<file path="src/rtl/muldiv_pkg.sv">
// Shared multiply/divide definitions: default operand width, FSM states, counter width.
package muldiv_pkg;
  localparam int MUL_WIDTH = 6;
  localparam int CNT_W     = $clog2(MUL_WIDTH);

  typedef enum logic [1:0] {IDLE, RUN, DONE} state_t;
endpackage

</file>
<file path="src/rtl/mul_add_cell.sv">
// One-bit partial-product cell: gates the multiplicand bit with the current multiplier LSB
// and adds it into the accumulator bit with ripple carry.
module mul_add_cell (
  input  logic m,
  input  logic sel,
  input  logic x,
  input  logic cin,
  output logic s,
  output logic co
);
  logic pp;

  assign pp = m & sel;
  assign s  = x ^ pp ^ cin;
  assign co = (x & pp) | (x & cin) | (pp & cin);
endmodule

</file>
<file path="src/rtl/seq_mul_unit.sv">
// Sequential shift-and-add multiplier, one add row per clock, WIDTH iterations per operation.
// Optional MUL_SIGNED_EN adds an in_signed port for two's-complement operands.
module seq_mul_unit
  import muldiv_pkg::*;
#(
  parameter int WIDTH = MUL_WIDTH
) (
  input  logic               clk,
  input  logic               reset,
  input  logic               in_valid,
  output logic               in_ready,
  input  logic [WIDTH-1:0]   a,
  input  logic [WIDTH-1:0]   b,
`ifdef MUL_SIGNED_EN
  input  logic               in_signed,
`endif
  output logic               out_valid,
  input  logic               out_ready,
  output logic [2*WIDTH-1:0] p,
  output logic               busy
);
  localparam int CW = (WIDTH > 1) ? $clog2(WIDTH) : 1;

  state_t             state, state_nx;
  logic [WIDTH-1:0]   mcand;
  logic [2*WIDTH-1:0] acc, acc_nx, acc_fin;
  logic [CW-1:0]      cnt;
  logic               last;
  logic [WIDTH:0]     c;
  logic [WIDTH-1:0]   sum;
  logic [WIDTH-1:0]   a_mag, b_mag;

  assign c[0] = 1'b0;

  // Add row: upper half of acc plus (mcand & acc[0]); carry-out becomes the new MSB.
  for (genvar i = 0; i < WIDTH; i++) begin : g_row
    mul_add_cell u_cell (
      .m   (mcand[i]),
      .sel (acc[0]),
      .x   (acc[WIDTH+i]),
      .cin (c[i]),
      .s   (sum[i]),
      .co  (c[i+1])
    );
  end

  assign acc_nx = {c[WIDTH], sum, acc[WIDTH-1:1]};
  assign last   = (cnt == CW'(WIDTH - 1));
  assign p      = acc;

`ifdef MUL_SIGNED_EN
  logic sgn_a, sgn_b, neg;

  // Magnitudes fit in WIDTH unsigned bits, including the most negative value.
  assign sgn_a   = in_signed & a[WIDTH-1];
  assign sgn_b   = in_signed & b[WIDTH-1];
  assign a_mag   = sgn_a ? -a : a;
  assign b_mag   = sgn_b ? -b : b;
  assign acc_fin = neg ? -acc_nx : acc_nx;

  always_ff @(posedge clk) begin
    if (reset)                            neg <= 1'b0;
    else if (state == IDLE && in_valid)   neg <= sgn_a ^ sgn_b;
  end
`else
  assign a_mag   = a;
  assign b_mag   = b;
  assign acc_fin = acc_nx;
`endif

  always_ff @(posedge clk) begin
    if (reset) state <= IDLE;
    else       state <= state_nx;
  end

  always_comb begin
    state_nx  = state;
    in_ready  = 1'b0;
    out_valid = 1'b0;
    busy      = 1'b0;
    case (state)
      IDLE: begin
        in_ready = 1'b1;
        if (in_valid) state_nx = RUN;
      end
      RUN: begin
        busy = 1'b1;
        if (last) state_nx = DONE;
      end
      DONE: begin
        out_valid = 1'b1;
        if (out_ready) state_nx = IDLE;
      end
      default: state_nx = IDLE;
    endcase
  end

  always_ff @(posedge clk) begin
    if (reset) begin
      mcand <= '0;
      acc   <= '0;
      cnt   <= '0;
    end else begin
      case (state)
        IDLE: if (in_valid) begin
          mcand <= a_mag;
          acc   <= {{WIDTH{1'b0}}, b_mag};
          cnt   <= '0;
        end
        RUN: begin
          acc <= last ? acc_fin : acc_nx;
          cnt <= cnt + CW'(1);
        end
        default: ;
      endcase
    end
  end
endmodule

</file>
<file path="config.mk">
export PLATFORM = sky130hd
export DESIGN_NAME = seq_mul_unit
export DESIGN_NICKNAME = d
export VERILOG_FILES = /design/src/rtl/muldiv_pkg.sv /design/src/rtl/mul_add_cell.sv /design/src/rtl/seq_mul_unit.sv
export SDC_FILE = /design/constraint.sdc
export NUM_CORES = 1
export LEC_CHECK = 0
export ABC_AREA = 0
export BUFFER_PORTS_ARGS = -buffer_cell sky130_fd_sc_hd__buf_2
export CORE_MARGIN = 3
export CORE_UTILIZATION = 50
export DETAILED_ROUTE_END_ITERATION = 10
export PLACE_DENSITY = 0.76
export SKIP_CTS_REPAIR_TIMING = 1
export SLEW_MARGIN = 20
export SYNTH_ARGS = -nofsm -noshare
export SYNTH_HDL_FRONTEND = slang
export SYNTH_SLANG_ARGS = --single-unit
</file>
<file path="constraint.sdc">
create_clock -name clk -period 3.4 [get_ports clk]
set_input_delay 0.17 -clock clk [delete_from_list [all_inputs] [get_ports clk]]
set_output_delay 0.17 -clock clk [all_outputs]
set_load 0.05 [all_outputs]
</file>
==> flow_metrics.env <==
export IMPL_crit_start="p[0]$_SDFFE_PP0P_"
export IMPL_synth_compound_area_share_pct=12.7
export IMPL_root_buffer="clkbuf_4"
export IMPL_grt_remaining_overflow=0
export IMPL_ys_warn_count=0
export IMPL_worstRegToRegCells=11
export IMPL_synth_mux_area_share_pct=6.08
export IMPL_cap_violations=0
export IMPL_finalWeightedCongestion=0.795
export IMPL_endpoint_kind="flip-flop"
export IMPL_grt_pass1_vias=905
export IMPL_layout_drive_gt1_share_pct=25.3
export IMPL_drt_pass1_iter_count=4
export IMPL_fin_util_pct=62.0
export IMPL_yosys_area_top_type="dfxtp_1"
export IMPL_cts_buffers=3
export IMPL_power_density_mw_per_mm2=410
export IMPL_row_count=16
export IMPL_vias=916
export IMPL_slew_headroom_pct=45.5
export IMPL_grtUsageTotal_pct=18.5
export IMPL_syn_area_per_cell_um2=8.95
export IMPL_r2r_slack_ns=0.42
export IMPL_yosys_area_share_simple_pct=18.5
export IMPL_worstReg2RegStart="p[0]$_SDFFE_PP0P_"
export IMPL_fp_coreArea_mm2=0.00208
export IMPL_dieArea_mm2=0.00296
export IMPL_synth_distinct_cells=28
export IMPL_synth_top_area_share_pct=39.3
export IMPL_drv_slew=0
export IMPL_critPathMaxFanout=8
export IMPL_drtAntennaViolNets=0
export IMPL_fin_crit_sh_pct=87.6
export IMPL_status="finished, final reports clean"
export IMPL_worst_pin_slew_ns=0.814
export IMPL_max_freq_ghz=0.336
export IMPL_antenna_found_initial=0
export IMPL_dp_hpwl_um=1610
export IMPL_vias_per_cell=5.18
export IMPL_rr_endpoint="p[10]$_SDFFE_PP0P_"
export IMPL_leakage_nw=0.534
export IMPL_die_y_um=54.4
export IMPL_num_antenna_cells=0
export IMPL_worst_setup_path_type="flip-flop to flip-flop"
export IMPL_synth_nets=155
export IMPL_cts_tree="yes"
export IMPL_ios=31
export IMPL_avgRoutedWirePerCell_um=12.9
export IMPL_critPathRequiredTime_ns=3.63
export IMPL_synth_top_family_by_area="simple AND/OR/NAND/NOR gates"
export IMPL_fin_crit_ns=2.98
export IMPL_hp_class="input pin to flip-flop"
export IMPL_arrival_ns=3.21
export IMPL_grt_max_degree=28
export IMPL_final_nets=175
export IMPL_synth_xor_area_share_pct=0.747
export IMPL_synthAdderAreaFrac_pct=11.7
export IMPL_syn_to_final_growth_pct=10.1
export IMPL_syn_inst=131
export IMPL_drc_errors=0
export IMPL_synth_seq_cells=23
export IMPL_synth_area_mm2=0.00117
export IMPL_portBuffers=30
export IMPL_cts_sinks=23
export IMPL_grt_pass1_wl_um=3860
export IMPL_endpoint="p[10]$_SDFFE_PP0P_"
export IMPL_clockBufferDepth=2
export IMPL_setup_viol=0
export IMPL_fin_setup_tns_ns=0
export IMPL_rsz0062_at_grt="false"
export IMPL_clkTransAtPathRegs_ns=0.12
export IMPL_clock_skew_ns=0.00243
export IMPL_yosysSeqAreaShare_pct=39.3
export IMPL_yosys_top_cells_area="dfxtp_1 (39%), fa_1 (8.5%), nand2_1 (5.8%)"
export IMPL_startpoint_type="flip-flop"
export IMPL_cts_htree_levels=1
export IMPL_peakVddDrop_mv=0.304
export IMPL_drt_iter0_drc=22
export IMPL_clk_latency_ns=0.31
export IMPL_final_hold_viol_count=0
export IMPL_die_x_um=54.4
export IMPL_fill_cells=206
export IMPL_start_util_pct=56.3
export IMPL_wl_um=2290
## metal layers
metal / global-route usage [%] / wire length (um) / up-vias
li1: - / - / 466
met1: 23.4 / 1120 / 414
met2: 29.1 / 958 / 33
met3: 5.18 / 166 / 3
met4: 8.71 / 38 / 0
met5: 0 / 0 / -
## per-stage QoR
step	hold slack, ns	worst slack [ns]	total power [mW]	cells	cell area [um^2]
final	0.0820	0.421	0.529	177	1290
after global routing	0.0578	0.215	0.561	177	1290
after CTS	0.0663	0.419	0.538	177	1290
after detailed placement	0.419	0.460	0.409	173	1260
after global placement	0.411	0.517	0.406	173	1260
after floorplan	0.306	0.597	0.385	131	1170
## state kept, by name, indices dropped and copies added, names as in the netlist
register,cells
p,12
mcand,6
cnt,3
state,2
## synthesized netlist by cell type (all sizes together)
cell type  instances
or3b               1
a2bb2oi            1
o21ba              1
nor2              10
and2               2
a21oi             10
xor2               1
o32ai              4
nand2             18
nand3b             1
fa                 5
nor3b              1
nor2b              1
or3                4
nor3               1
ha                 3
a211oi             6
inv               10
nand2b             3
nand3              3
clkbuf             2
dfxtp             23
buf               13
mux2i              6
mux2               1
## cells in the final DEF, fill, tap and decap left out, drive strengths merged
master | synthesis | routed
nor2 | 10 | 10
dfxtp | 23 | 23
buf | 13 | 30
ha | 3 | 3
xor2 | 1 | 1
a21oi | 10 | 10
fa | 5 | 5
a211oi | 6 | 6
nor3 | 1 | 1
nor2b | 1 | 1
a2bb2oi | 1 | 1
or3 | 4 | 4
o32ai | 4 | 4
nand2b | 3 | 3
mux2 | 1 | 1
nand3b | 1 | 1
or3b | 1 | 1
and2 | 2 | 2
nor3b | 1 | 1
o21ba | 1 | 1
nand3 | 3 | 3
nand2 | 18 | 18
mux2i | 6 | 6
inv | 10 | 10
clkbuf | 2 | 4
## layout make-up
| type | count | area, um^2 | area share [%] |
|---|---|---|---|
| Clock buffer | 4 | 26.3 | 2.03 |
| Inverter | 10 | 37.5 | 2.91 |
| Multi-Input combinational cell | 83 | 583 | 45.2 |
| Sequential cell | 23 | 460 | 35.7 |
| Tap cell | 27 | 33.8 | 2.62 |
| Timing Repair Buffer | 30 | 150 | 11.6 |
## critical path, stage by stage (launching register included)
cell,delay (ns)
dfxtp_1,0.46
and2_1,0.16
ha_1,0.14
inv_1,0.05
fa_1,0.36
inv_1,0.07
fa_1,0.15
inv_1,0.05
fa_1,0.37
fa_1,0.38
fa_1,0.44
o32ai_1,0.26
## cells by family (layout without fill, tap and decap cells)
group | Yosys count | after routing
DFF | 23 | 23
AOI/OAI and AO/OA | 22 | 22
adders and majority gates | 8 | 8
xor gates and xnor gates | 1 | 1
buffers and inverters | 25 | 44
and+or+nand+nor | 45 | 45
muxes | 7 | 7
## worst min-delay path by stage
stage               startpoint                    end  slack [ns]  cells after the start
floorplan                 a[0]  mcand[0]$_SDFFE_PP0P_        0.31                      2
global placement          a[3]  mcand[3]$_SDFFE_PP0P_        0.41                      3
detailed placement        a[1]  mcand[1]$_SDFFE_PP0P_        0.42                      3
CTS                       a[1]  mcand[1]$_SDFFE_PP0P_        0.07                      3
global route              a[5]  mcand[5]$_SDFFE_PP0P_        0.06                      3
finish                    a[1]  mcand[1]$_SDFFE_PP0P_        0.08                      3
## power breakdown
group / internal [mW] / switching, mW
logic: 0.0327 / 0.0718
registers: 0.284 / 0.0146
clock network: 0.0459 / 0.0802
total: 0.362 / 0.167
Power figures use the tool's default switching activity.
